<file path="config.mk">
export PLATFORM = sky130hd
export DESIGN_NAME = entry_fd_queue
export DESIGN_NICKNAME = d
export VERILOG_FILES = /design/src/rtl/entry_fd_pkg.sv /design/src/rtl/entry_fd_ram.sv /design/src/rtl/entry_fd_queue.sv
export SDC_FILE = /design/constraint.sdc
export NUM_CORES = 1
export LEC_CHECK = 0
export CORE_MARGIN = 2
export CORE_UTILIZATION = 55
export DETAILED_ROUTE_END_ITERATION = 10
export GPL_TIMING_DRIVEN = 1
export PLACE_DENSITY_LB_ADDON = 0.25
export RECOVER_POWER = 100
export REMOVE_ABC_BUFFERS = 1
export SYNTH_ARGS = -nofsm -noshare
export SYNTH_HDL_FRONTEND = slang
export SYNTH_HIERARCHICAL = 1
export SYNTH_SLANG_ARGS = --single-unit
</file>
<file path="constraint.sdc">
create_clock -name CP -period 4.4 [get_ports CP]
set_input_delay 0.66 -clock CP [delete_from_list [all_inputs] [get_ports CP]]
set_output_delay 0.66 -clock CP [all_outputs]
set_load 0.01 [all_outputs]
</file>
<file path="src/rtl/entry_fd_pkg.sv">
// Shared definitions for the MMCAM entry queue.
//   - default colour/generation/destination field widths
//   - packet struct {color, gen, dest, lr} at the default widths
//   - LR_L / LR_R encodings of the lr bit (bit 0 of a packet)
package entry_fd_pkg;

    localparam int COLOR_W_DEF = 4;
    localparam int GEN_W_DEF   = 4;
    localparam int DEST_W_DEF  = 10;

    localparam logic LR_L = 1'b0;
    localparam logic LR_R = 1'b1;

    typedef struct packed {
        logic [COLOR_W_DEF-1:0] color;
        logic [GEN_W_DEF-1:0]   gen;
        logic [DEST_W_DEF-1:0]  dest;
        logic                   lr;
    } pkt_t;

endpackage

</file>
<file path="src/rtl/entry_fd_ram.sv">
// DEPTH x W register array backing the entry queue.
// Ports:
//   clk      write clock, rising edge
//   we       write enable
//   wr_addr  write address
//   wr_data  write data
//   rd_addr  asynchronous read address
//   rd_data  contents at rd_addr (combinational)
// Storage is deliberately not reset: an entry is only ever read after it
// has been written, which the pointer/count logic in the parent guarantees.
module entry_fd_ram #(
    parameter int DEPTH = 4,
    parameter int W     = 19,
    parameter int AW    = $clog2(DEPTH)
) (
    input  logic          clk,
    input  logic          we,
    input  logic [AW-1:0] wr_addr,
    input  logic [W-1:0]  wr_data,
    input  logic [AW-1:0] rd_addr,
    output logic [W-1:0]  rd_data
);

    logic [W-1:0] mem [DEPTH];

    always_ff @(posedge clk) begin
        if (we) mem[wr_addr] <= wr_data;
    end

    assign rd_data = mem[rd_addr];

endmodule

</file>
<file path="src/rtl/entry_fd_queue.sv">
// Entry queue in front of the MMCAM match logic. Buffers up to DEPTH
// {color, gen, dest, lr} packets in arrival order and presents the oldest
// one on a registered, first-word-fall-through output.
// Ports:
//   CP                 clock, rising edge
//   MR                 asynchronous active-low reset
//   EN                 stage enable; 0 freezes all state
//   IN_VALID/IN_READY  upstream handshake (IN_READY = EN & !FULL)
//   COLOR_GEN_DEST_LR  incoming packet, lr in bit 0
//   OUT_VALID/OUT_ACK  downstream handshake
//   OUT_PKT            oldest packet, registered
//   FIRE, FIRE_LR      one-cycle pulse (and lr bit) per downstream transfer
//   COUNT, FULL, EMPTY occupancy and its derived flags
module entry_fd_queue
    import entry_fd_pkg::*;
#(
    parameter  int COLOR_W = COLOR_W_DEF,
    parameter  int GEN_W   = GEN_W_DEF,
    parameter  int DEST_W  = DEST_W_DEF,
    parameter  int DEPTH   = 4,
    localparam int PKT_W   = COLOR_W + GEN_W + DEST_W + 1,
    localparam int CNT_W   = $clog2(DEPTH) + 1
) (
    input  logic             CP,
    input  logic             MR,
    input  logic             EN,
    input  logic             IN_VALID,
    output logic             IN_READY,
    input  logic [PKT_W-1:0] COLOR_GEN_DEST_LR,
    output logic             OUT_VALID,
    input  logic             OUT_ACK,
    output logic [PKT_W-1:0] OUT_PKT,
    output logic             FIRE,
    output logic             FIRE_LR,
    output logic [CNT_W-1:0] COUNT,
    output logic             FULL,
    output logic             EMPTY
);

    localparam int AW = $clog2(DEPTH);

    logic [AW-1:0]    wr_ptr, rd_ptr, rd_nxt;
    logic [CNT_W-1:0] count;
    logic [PKT_W-1:0] out_pkt, ram_rd;
    logic             fire, fire_lr;
    logic             push, pop;

    assign FULL      = (count == CNT_W'(DEPTH));
    assign EMPTY     = (count == '0);
    assign IN_READY  = EN & ~FULL;
    // The head entry lives in out_pkt whenever the queue is non-empty.
    assign OUT_VALID = ~EMPTY;
    assign push      = EN & IN_VALID & IN_READY;
    assign pop       = EN & OUT_VALID & OUT_ACK;
    assign rd_nxt    = rd_ptr + 1'b1;

    // ram[rd_ptr] always mirrors out_pkt; the read port looks one entry
    // ahead so the following packet is ready to load on a pop.
    entry_fd_ram #(
        .DEPTH (DEPTH),
        .W     (PKT_W),
        .AW    (AW)
    ) u_ram (
        .clk     (CP),
        .we      (push),
        .wr_addr (wr_ptr),
        .wr_data (COLOR_GEN_DEST_LR),
        .rd_addr (rd_nxt),
        .rd_data (ram_rd)
    );

    always_ff @(posedge CP or negedge MR) begin
        if (!MR) begin
            wr_ptr  <= '0;
            rd_ptr  <= '0;
            count   <= '0;
            out_pkt <= '0;
            fire    <= 1'b0;
            fire_lr <= 1'b0;
        end else begin
            // pop already includes EN, so a frozen stage drops FIRE.
            fire    <= pop;
            fire_lr <= pop & (out_pkt[0] == LR_R);

            if (push) wr_ptr <= wr_ptr + 1'b1;
            if (pop)  rd_ptr <= rd_nxt;

            case ({push, pop})
                2'b10:   count <= count + 1'b1;
                2'b01:   count <= count - 1'b1;
                default: count <= count;
            endcase

            // Output register: load on push into an empty queue, advance on
            // pop. With one entry and a simultaneous push, the successor is
            // being written this very cycle, so take it from the input.
            // When the queue drains, out_pkt keeps its last value.
            if (push && EMPTY) begin
                out_pkt <= COLOR_GEN_DEST_LR;
            end else if (pop) begin
                if (count > CNT_W'(1))
                    out_pkt <= ram_rd;
                else if (push)
                    out_pkt <= COLOR_GEN_DEST_LR;
            end
        end
    end

    assign OUT_PKT = out_pkt;
    assign FIRE    = fire;
    assign FIRE_LR = fire_lr;
    assign COUNT   = count;

    a_no_overflow: assert property (@(posedge CP) disable iff (!MR)
        count <= CNT_W'(DEPTH));
    a_no_underflow: assert property (@(posedge CP) disable iff (!MR)
        !(pop && EMPTY && !push));

endmodule

</file>
## Yosys cells after proc, flatten, opt, wreduce, memory -nomap -nowiden

Memories as Yosys holds them, arrays and structs flattened.
Cells that the tools add are included.
Widths: inputs -> output; s select.

| word-level totals | value |
|---|---|
| flip-flop bits (word level) | 28 |
| memory bits (writable) | 76 |
| input port bits | 24 |
| word-level logic and storage cells | 36 |
| memories kept | 1 |

Memories:

| memory | depth | bits a word | read ports | clocked after memory_dff | write ports | line | source |
|---|---|---|---|---|---|---|---|
| u_ram.mem | 4 | 19 | 1 | 0 | 1 | entry_fd_ram.sv:24 | `logic [W-1:0] mem [DEPTH];` |

| operators by class | value |
|---|---|
| $add $sub $neg | 4 |
| magnitude comparators | 1 |
| equal/unequal tests | 3 |
| multiplexer cells | 7 |
| bitwise logic cells | 8 |
| reduce and logical (&&, ||, !) cells | 6 |

Operators by type and width:

| kind | count |
|---|---|
| $mux 19 | 4 |
| $and 1x1->1 | 6 |
| $pmux 3 s2 | 1 |
| $add 2x1->2 const B | 2 |
| $reduce_bool 2->1 | 2 |
| $add 3x1->3 const B | 1 |
| $eq 3x3->1 const B | 1 |
| $gt 3x1->1 const B | 1 |
| $logic_not 3->1 | 1 |
| $reduce_bool 3->1 | 1 |
| $sub 3x1->3 const B | 1 |
| $eq 2x1->1 const B | 1 |
| $eq 2x2->1 const B | 1 |
| $mux 1 | 2 |
| $not 1->1 | 2 |
| $reduce_and 2->1 | 1 |
| $logic_and 1x1->1 | 1 |

## Longest topological paths before layout

Gate-level depths: netlist of the first run.

| depth | value |
|---|---|
| depth in word-level cells | 8 |
| depth in mapped cells | 9 |

## Hierarchy

The synthesis of the first run kept the hierarchy.

Modules (own cells, without submodules):

| module | instances | cells each | area an instance (um^2) |
|---|---|---|---|
| entry_fd_ram | 1 | 103 | 2,816.5 |
| entry_fd_queue | 1 | 132 | 1,398.8 |

## Least setup slack after synthesis of the first run

No wires, ideal clock.

| timing | value |
|---|---|
| path kind | register to register |
| from | register count[0] (netlist: COUNT[0]) |
| to | memory u_ram.mem[0][0] (enable) |
| setup time | 423 ps |
| arrival | 2,804 ps |
| slack | 1,172 ps |
| stages on the path, launching flop included | 6 |
| buffers on the path | 0 |
| cells stage by stage | dfrtp_1 inv_1 ha_1 and2_1 nor2_1 nor3b_1 |

| between the ends | value |
|---|---|
| cells in the longest elaborated chain, start to end | 6 |

Ends and longest elaborated chain:

| what | line | source |
|---|---|---|
| start, declared | entry_fd_queue.sv:43 | `logic [CNT_W-1:0] count;` |
| start signal, assigned | entry_fd_queue.sv:89 | `2'b10: count <= count + 1'b1;` |
| start signal, assigned | entry_fd_queue.sv:90 | `2'b01: count <= count - 1'b1;` |
| start signal, assigned | entry_fd_queue.sv:91 | `default: count <= count;` |
| $eq 3x3->1 | entry_fd_queue.sv:48 | `assign FULL = (count == CNT_W'(DEPTH));` |
| net FULL | entry_fd_queue.sv:36 | `output logic FULL,` |
| $not 1->1 | entry_fd_queue.sv:50 | `assign IN_READY = EN & ~FULL;` |
| $and 1x1->1 | entry_fd_queue.sv:50 |  |
| $and 1x1->1 | entry_fd_queue.sv:53 | `assign push = EN & IN_VALID & IN_READY;` |
| net push | entry_fd_queue.sv:46 | `logic push, pop;` |
| $mux 1 | entry_fd_ram.sv:27 | `if (we) mem[wr_addr] <= wr_data;` |
| $mux 1 (not written as such) | entry_fd_ram.sv:27 |  |
| end, declared | entry_fd_ram.sv:24 |  |

The timed path passes the listed nets, and every way through them passes these cells.

## Worst setup path after layout of the first run

| timing | value |
|---|---|
| from | register count[0] (netlist: COUNT[0]) |
| to | memory u_ram.mem[0][14] (enable) |

| between the ends | value |
|---|---|
| cells in the longest elaborated chain, start to end | 6 |

Ends and longest elaborated chain:

| what | line |
|---|---|
| $eq 3x3->1 | entry_fd_queue.sv:48 |
| $not 1->1 | entry_fd_queue.sv:50 |
| $and 1x1->1 | entry_fd_queue.sv:50 |
| $and 1x1->1 | entry_fd_queue.sv:53 |
| net push | entry_fd_queue.sv:46 |
| $mux 1 | entry_fd_ram.sv:27 |
| $mux 1 (not written as such) | entry_fd_ram.sv:27 |

The timed path passes the listed nets, and every way through them passes these cells.

==> results of run 1 <==
-- how the worst min path moves through the flow --
stage | cells after the start | slack (ns) | to | from
3_3_place_gp | 2 | 0.50 | OUT_PKT[11] | OUT_PKT[11]
4_1_cts | 2 | 0.52 | OUT_PKT[12] | OUT_PKT[12]
6_report | 2 | 0.51 | OUT_PKT[12] | OUT_PKT[12]
2_1_floorplan | 0 | 0.36 | COUNT[0] | MR
3_5_place_dp | 2 | 0.50 | OUT_PKT[12] | OUT_PKT[12]
5_1_grt | 2 | 0.54 | OUT_PKT[1] | OUT_PKT[1]
-- metrics by stage --
| stage | setup slack [ns] | hold slack [ns] | utilization | instance area [µm²] |
|---|---|---|---|---|
| floorplan | 1.17 | 0.364 | - | 4120 |
| global placement | 1.54 | 0.500 | 0.654 | 4790 |
| detailed placement | 1.43 | 0.504 | 0.654 | 4790 |
| CTS | 1.66 | 0.519 | 0.684 | 5010 |
| global route | 0.826 | 0.543 | 0.674 | 4940 |
| finish | 1.08 | 0.510 | 0.674 | 4940 |
-- cells in the mapped netlist, types with 3 or more instances --
| library cell | n |
|---|---|
| a21oi_1 | 19 |
| buf_2 | 4 |
| dfrtp_1 | 28 |
| edfxtp_1 | 76 |
| ha_1 | 5 |
| inv_1 | 26 |
| mux4_1 | 9 |
| mux4_2 | 10 |
| nand2_1 | 5 |
| nor2_1 | 4 |
| o22ai_1 | 9 |
| o22ai_2 | 10 |
| xnor2_1 | 5 |
| xor2_1 | 3 |
-- cell type report --
cell class | count | area (µm²) | share of cell area
multi-input combinational | 95 | 991 | 0.201
sequential | 104 | 2980 | 0.604
clock buffer | 11 | 141 | 0.0286
timing repair buffer | 54 | 526 | 0.106
clock inverter | 5 | 78.8 | 0.0160
tap | 99 | 124 | 0.0251
inverter | 26 | 97.6 | 0.0198
-- state kept, by name, summed over array words and instances, names as in the netlist --
name       cells
COUNT          3
FIRE           1
FIRE_LR        1
OUT_PKT       19
rd_ptr         2
u_ram/mem     76
wr_ptr         2
-- layer usage --
metal | vias to the layer above | GRT usage | part of all wire
met4 | 0 | 0.0455 | 0.0068
met3 | 5 | 0.0672 | 0.045
met2 | 61 | 0.317 | 0.52
met5 | - | 0 | 0
met1 | 1150 | 0.254 | 0.43
li1 | 1010 | - | -
-- cells by family (layout without fill, tap and decap cells) --
logic type | count (synthesis) | after routing | synth area share
AOI/OAI and AO/OA | 44 | 44 | 0.0790
muxes | 20 | 20 | 0.112
DFF | 104 | 104 | 0.708
and+or+nand+nor | 18 | 18 | 0.0246
buffers and inverters | 36 | 96 | 0.0454
xor gates and xnor gates | 8 | 8 | 0.0166
adders and majority gates | 5 | 5 | 0.0148
-- critical path, cell delays in order, from the launching register on --
cell	delay (ns)
dfrtp_1	0.45
inv_1	0.10
ha_1	0.25
and2_0	0.20
nor2_1	0.33
nor3b_1	0.96
clkbuf_1	0.66
-- power by group --
group          internal, µW  leakage, µW  switching (µW)
clock network           336     0.000114             299
logic                   530     0.000720             521
registers              1260      0.00101             102
==> out/metrics.yaml, run 1 <==
min_path:
  hold_class: "flip-flop to flip-flop"
synthesis:
  syn_area_um2: 4220
  yosysUniqueCellTypes: 30
  synth_top_flop_cell: "edfxtp_1"
  ys_seq_elements: 104
  synth_edf_count: 76
  yosysWarningCount: 6
  syn_area_per_cell_um2: 17.9
  synthArstFlopShare: 0.269
  yosys.area.top_type: "edfxtp_1"
  synthCells: 235
  synth_area_leaders: "edfxtp_1 54%, dfrtp_1 17%, mux4_1 5.6%"
  seq_area_frac_synth: 0.708
  yosysTopAreaCellShare: 0.541
power:
  leakagePower_uw: 0.00184
  vdd.ir_drop.worst_uv: 329
  finalPower_uw: 3040
  power_density_nw_per_um2: 616
floorplanning:
  row_count: 31
  ios: 52
  core_area_um2: 7330
  die_height_um: 91.5
  die_x_um: 91.5
  die_area_um2: 8380
  initial_core_util: 0.575
setup_path:
  setup.worst_path.end: "u_ram/mem[0][14]"
  critPathRequiredTime_ns: 4.39
  ff2ff_path_depth: 6
  reg2reg_from: "COUNT[0]"
  end_kind: "flip-flop"
  setup.worst_path.class: "flip-flop to flip-flop"
  startpoint_type: "flip-flop"
  r2r-end: "u_ram/mem[0][14]"
  reg2reg_slack_ns: 1.08
  crit_arrival_ns: 3.31
  cp-startpoint: "COUNT[0]"
  cp_max_fo: 13
sta:
  worst_pin_slew_ns: 1.64
  finalSetupViolCount: 0
  fmax_ghz: 0.301
  final.period_utilization: 0.754
  fin_skew_ns: 0.00774
  period_needed_ns: 3.32
  hold_viol: 0
  tns_ns: 0
  rsz0062_at_grt: "no"
  slew_viol_final: 29
  slew_headroom: -0.0952
clock_tree:
  cts_buffers: 9
  cts_setup_buffers: 0
  cts_tree: "done"
  root_buffer: "clkbuf_8"
  clock_sinks: 104
  htreeDepth: 3
  ctsHoldBuffers: 0
  cts.path.max_buffers: 2
  clk_latency_ns: 0.36
  cts_resized: 0
  cts.clk_slew.worst_paths_ns: 0.09
place:
  gp_congestion: 0.746
  dp.cells: 378
  hpwl_mm: 4.63
  portBuffers: 51
routing:
  drc: 0
  first_pass_iters: 6
  detail-route-antenna-nets: 0
  viasPerCell: 5.65
  first_iter_violations: 90
  post_drt_wl_per_cell_um: 18.9
  num_vias: 2226
  routed_wl_mm: 7.46
finish:
  fin_cells: 394
  final_cell_mix: "76 x edfxtp_1, 48 x dlygate4sd3_1, 28 x dfrtp_1"
  final_common_cell: "edfxtp_1"
  areaGrowthSynthToFinish_pct: 17.2
  fillers: 495
  layout-drive-gt1-share: 0.105
  nets: 319
  antennaDiodeCount: 0
global_route:
  antenna_found_initial: 0
  grt_overflow: 0
  track_usage: 0.194
  grt_max_degree: 29
  grt_pass1_wl_mm: 11.9
  grt_pass1_vias: 2198
flow_run:
  maxCapViolCount: 1
status:
  violations: "max-capacitance violations, max-slew violations"
  status: "finished with violations"
No activity file was read; power rests on OpenSTA's default activity.
==> run 2: changes to the inputs <==
CORE_UTILIZATION = 50   (was 55)
clock period = 2.8 ns   (was 4.4 ns; I/O delays follow)
==> run 2 against run 1 <==
Die area up 9.6%. Critical path depth did not move. Critical endpoint is now u_ram/mem[0][10]. The flow still finishes with violations (max-capacitance violations, max-slew violations). Sequential power grew 57%. Via count shrank 3.0%. Largest power group unchanged. First-iteration DRC count up 7.8%.
==> out/metrics.yaml, run 2 (synthesis results as in run 1) <==
routing:
  routed_wl_mm: 7.51
  post_drt_wl_per_cell_um: 18.4
  num_vias: 2160
  viasPerCell: 5.29
  detail-route-antenna-nets: 0
  first_pass_iters: 4
  first_iter_violations: 97
  drc: 0
floorplanning:
  core_area_um2: 8180
  die_height_um: 95.8
  die_x_um: 95.8
  initial_core_util: 0.516
  ios: 52
  die_area_um2: 9180
  row_count: 33
power:
  leakagePower_uw: 0.00188
  power_frac_comb: 0.367
  internal_power_uw: 3330
  vdd.ir_drop.worst_uv: 440
  p_sw_frac: 0.312
  power_density_nw_per_um2: 955
  clockPowerShare: 0.190
  power.switching_uw: 1500
  pwr-share-seq: 0.443
  finalPower_uw: 4830
setup_path:
  cp_max_fo: 7
  end_kind: "flip-flop"
  setup.worst_path.class: "flip-flop to flip-flop"
  critPathRequiredTime_ns: 2.80
  startpoint_type: "flip-flop"
  crit_arrival_ns: 2.59
sta:
  hold_viol: 0
  fin_ws_ns: 0.210
  finalSetupViolCount: 0
  worst_pin_slew_ns: 1.66
  period_needed_ns: 2.59
  rsz0062_at_grt: "no"
  slew_viol_final: 29
  fin_skew_ns: 0.0117
  fmax_ghz: 0.386
  final.period_utilization: 0.925
  slew_headroom: -0.108
clock_tree:
  clock_sinks: 104
  htreeDepth: 3
  cts.clk_slew.worst_paths_ns: 0.09
  cts_resized: 0
  clk_latency_ns: 0.36
  cts_setup_buffers: 0
  ctsHoldBuffers: 0
  cts_buffers: 9
  cts_tree: "done"
  root_buffer: "clkbuf_8"
  cts.path.max_buffers: 2
finish:
  final_common_cell: "edfxtp_1"
  areaGrowthSynthToFinish_pct: 20.0
  fillers: 610
  antennaDiodeCount: 0
  layout-drive-gt1-share: 0.152
  final_cell_mix: "76 x edfxtp_1, 48 x dlygate4sd3_1, 28 x dfrtp_1"
  nets: 327
  largest_register_ffs: 76
  top_register: "u_ram/mem"
status:
  violations: "max-capacitance violations, max-slew violations"
  status: "finished with violations"
global_route:
  top_usage_layer: "met2"
  grt_overflow: 0
  met1_usage: 0.254
  grt_pass1_wl_mm: 11.7
  grt_pass1_vias: 2158
  use_met3: 0.0321
  grt_max_degree: 29
  grt.met2_usage: 0.277
  track_usage: 0.179
  antenna_found_initial: 0
min_path:
  hold_class: "flip-flop to flip-flop"
place:
  portBuffers: 51
  place_ws_ns: 0.455
  hpwl_mm: 4.60
  gp_congestion: 0.726
flow_run:
  maxCapViolCount: 1
run 2: cell types whose count changed in the layout (fill, tap and decap cells not counted), moves of 3 or more:
cell      previous run  this run
buf_12               0         3
clkbuf_2             0         3
o22ai_1             17         9
o22ai_2              2        10
run 2: path summary, 6_finish.rpt:
kind	endpoint	slack [ns]	depth (start not counted)	startpoint
max	u_ram/mem[0][10]	0.21	6	COUNT[0]
min	OUT_PKT[10]	0.51	2	OUT_PKT[10]
max reg2reg	u_ram/mem[0][10]	0.21	6	COUNT[0]
min reg2reg	OUT_PKT[10]	0.51	2	OUT_PKT[10]
max in group asynchronous	FIRE	0.82	2	MR
min in group asynchronous	OUT_PKT[14]	1.02	2	MR
run 2: final cells by class:
type                            count  area [µm²]  area share
Timing Repair Buffer               62         612       0.121
Clock buffer                        9         124      0.0245
Sequential cell                   104        2980       0.590
Clock inverter                      7        68.8      0.0136
Multi-Input combinational cell     95        1040       0.206
Inverter                           26        97.6      0.0193
Tap cell                          105         131      0.0260
run 2: metrics by stage:
stage	instances	hold WS [ns]	utilization	instance area (µm²)	setup TNS [ns]
global placement	392	0.496	0.599	4900	0
CTS	408	0.450	0.622	5090	0
finish	408	0.511	0.619	5060	0
global route	408	0.537	0.619	5060	0
detailed placement	392	0.504	0.599	4900	0
floorplan	225	0.124	-	4120	-8.12
run 2: layer usage:
layer / up-vias / share of wire
met5: - / 0
li1: 1023 / -
met1: 1083 / 0.47
met3: 8 / 0.041
met4: 0 / 0.015
met2: 46 / 0.48
run 2: worst max-delay path: stages, from the launching register on:
cell and delay (ns):
dfrtp_1 0.46, inv_1 0.09, ha_1 0.24, and2_0 0.21, nor2_1 0.45, nor3b_1 0.35, clkbuf_1 0.43
run 2: power groups by stage:
stage               Combinational, µW  Clock [µW]  Sequential (µW)
global route                     1950        1010             2170
finish                           1770         918             2140
global placement                 1870           0             2170
detailed placement               1900           0             2180
floorplan                        1040           0             2220
CTS                              1900         938             2150
==> run 3: changes to the inputs <==
ABC_AREA = 1   (was unset)
CORE_UTILIZATION = 51   (was 50)
==> run 3 against run 2 <==
The flow still finishes with violations (max-capacitance violations, max-slew violations). Routed wire length grew 33%. Clock power about the same. Die area increased by 12%. Sequential share of layout area decreased by 6.0 points. Setup slack better by 0.13 ns. Via count rose by 56%. Critical path type unchanged. Largest cell class unchanged.
==> out/metrics.yaml, run 3 <==
status:
  status: "finished with violations"
  violations: "max-capacitance violations, max-slew violations"
floorplanning:
  row_count: 35
  die_height_um: 102
  initial_core_util: 0.526
  die_x_um: 102
  die_area_um2: 10300
  core_area_um2: 9240
  ios: 52
finish:
  post-route-util: 0.609
  largest_register_ffs: 76
  final_cell_mix: "163 x nand2_1, 110 x inv_1, 76 x edfxtp_1"
  layout-drive-gt1-share: 0.0633
  fillers: 770
  final_common_cell: "nand2_1"
  nets: 593
  areaGrowthSynthToFinish_pct: 15.8
  top_register: "u_ram/mem"
  antennaDiodeCount: 0
power:
  leakagePower_uw: 0.00271
  finalPower_uw: 5620
  power_density_nw_per_um2: 999
  vdd.ir_drop.worst_uv: 542
synthesis:
  synth_edf_count: 76
  synthTopCellsByCount: "161 x nand2_1, 110 x inv_1, 76 x edfxtp_1"
  synth_most_common_cell: "nand2_1"
  synth_top_flop_cell: "edfxtp_1"
  synthArstFlopShare: 0.269
  synth_area_leaders: "edfxtp_1 47%, dfrtp_1 14%, nand2_1 12%"
  yosys.area.top_type: "edfxtp_1"
  yosysWarningCount: 6
  synthCells: 508
  yosysUniqueCellTypes: 24
  syn_area_per_cell_um2: 9.57
  yosysTopAreaCellShare: 0.470
  syn_area_um2: 4860
  seq_area_frac_synth: 0.614
  ys_seq_elements: 104
routing:
  viasPerCell: 4.84
  post_drt_wl_per_cell_um: 14.3
  detail-route-antenna-nets: 0
  first_iter_violations: 140
  num_vias: 3380
  routed_wl_mm: 9.97
  drc: 0
  first_pass_iters: 4
sta:
  fin_skew_ns: 0.0177
  worst_pin_slew_ns: 1.67
  fin_ws_ns: 0.340
  slew_headroom: -0.112
  finalSetupViolCount: 0
  rsz0062_at_grt: "no"
  final.period_utilization: 0.879
  fmax_ghz: 0.406
  period_needed_ns: 2.46
  hold_viol: 0
  slew_viol_final: 29
global_route:
  grt_overflow: 0
  grt_pass1_vias: 3176
  track_usage: 0.211
  grt_max_degree: 40
  antenna_found_initial: 0
  grt_pass1_wl_mm: 16.3
setup_path:
  crit_arrival_ns: 2.46
  startpoint_type: "flip-flop"
  end_kind: "flip-flop"
  setup.worst_path.class: "flip-flop to flip-flop"
  critPathRequiredTime_ns: 2.80
  cp_max_fo: 19
  reg2reg_slack_ns: 0.34
place:
  gp_congestion: 0.788
  portBuffers: 51
  hpwl_mm: 6.13
  place_ws_ns: 0.659
clock_tree:
  clk_latency_ns: 0.37
  cts_setup_buffers: 0
  htreeDepth: 3
  clock_sinks: 104
  cts_resized: 0
  cts.clk_slew.worst_paths_ns: 0.10
  ctsHoldBuffers: 0
  cts_buffers: 9
  cts_tree: "done"
  cts.path.max_buffers: 2
  root_buffer: "clkbuf_8"
flow_run:
  maxCapViolCount: 1
min_path:
  hold_class: "flip-flop to flip-flop"
## run 3: cell count changes in the layout (fill, tap and decap cells not counted), sizes merged, moves of 4 or more
cell / change
nand3: +58
mux4: -19
nand3b: +19
nand2: +165
o22ai: -19
inv: +85
nor3: +4
a21oi: -19
## run 3: where the power goes
group	internal [µW]	switching, µW	total (µW)
registers	1980	176	2150
clock network	414	507	921
logic	1000	1540	2550
total	3390	2230	5620
## run 3: area by class of cell
type | instances | area, µm² | share of cell area
clock inverters | 5 | 58.8 | 0.0104
clock buffers | 11 | 131 | 0.0233
flip-flops and latches | 104 | 2980 | 0.530
multi-input cells | 271 | 1270 | 0.226
well taps | 129 | 161 | 0.0287
repair buffers | 64 | 591 | 0.105
inverters | 114 | 433 | 0.0769
## run 3: worst max-delay path, stage by stage, from the launching register on
cell and delay (ns):
dfrtp_1 0.46, inv_1 0.11, ha_1 0.24, nand2_1 0.12, nand3_1 0.19, inv_1 0.12, inv_1 0.09, nor3_1 0.20
clkbuf_2 0.55
## run 3: per-stage QoR
step	hold WS (ns)	setup TNS, ns	instance area (µm²)	cells
2_1_floorplan	0.124	-8.92	4710	489
3_3_place_gp	0.462	0	5500	682
3_5_place_dp	0.466	0	5500	682
4_1_cts	0.439	0	5690	698
5_1_grt	0.509	0	5630	698
6_report	0.479	0	5630	698
## run 3: per-layer routing
layer,wire (µm),share of wire,global-route usage
met1,4490,0.45,0.291
met2,4840,0.49,0.341
met3,500,0.050,0.0338
met4,136,0.014,0.0769
met5,0,0,0
## run 3: worst paths after layout
kind | startpoint | endpoint | cells after the start
max | COUNT[0] | u_ram/mem[0][7] | 8
min in group asynchronous | MR | COUNT[0] | 2
max in group asynchronous | MR | OUT_PKT[15] | 2
min | OUT_PKT[17] | OUT_PKT[17] | 2
max reg2reg | COUNT[0] | u_ram/mem[0][7] | 8
min reg2reg | OUT_PKT[17] | OUT_PKT[17] | 2
## run 3: cells by family after synthesis
| kind of cell | after synthesis | synth area share |
|---|---|---|
| compound gates | 3 | 0.00361 |
| xor+xnor | 7 | 0.0126 |
| fa+ha+maj | 5 | 0.0129 |
| buf+inv | 133 | 0.120 |
| flops | 104 | 0.614 |
| simple gates | 256 | 0.237 |
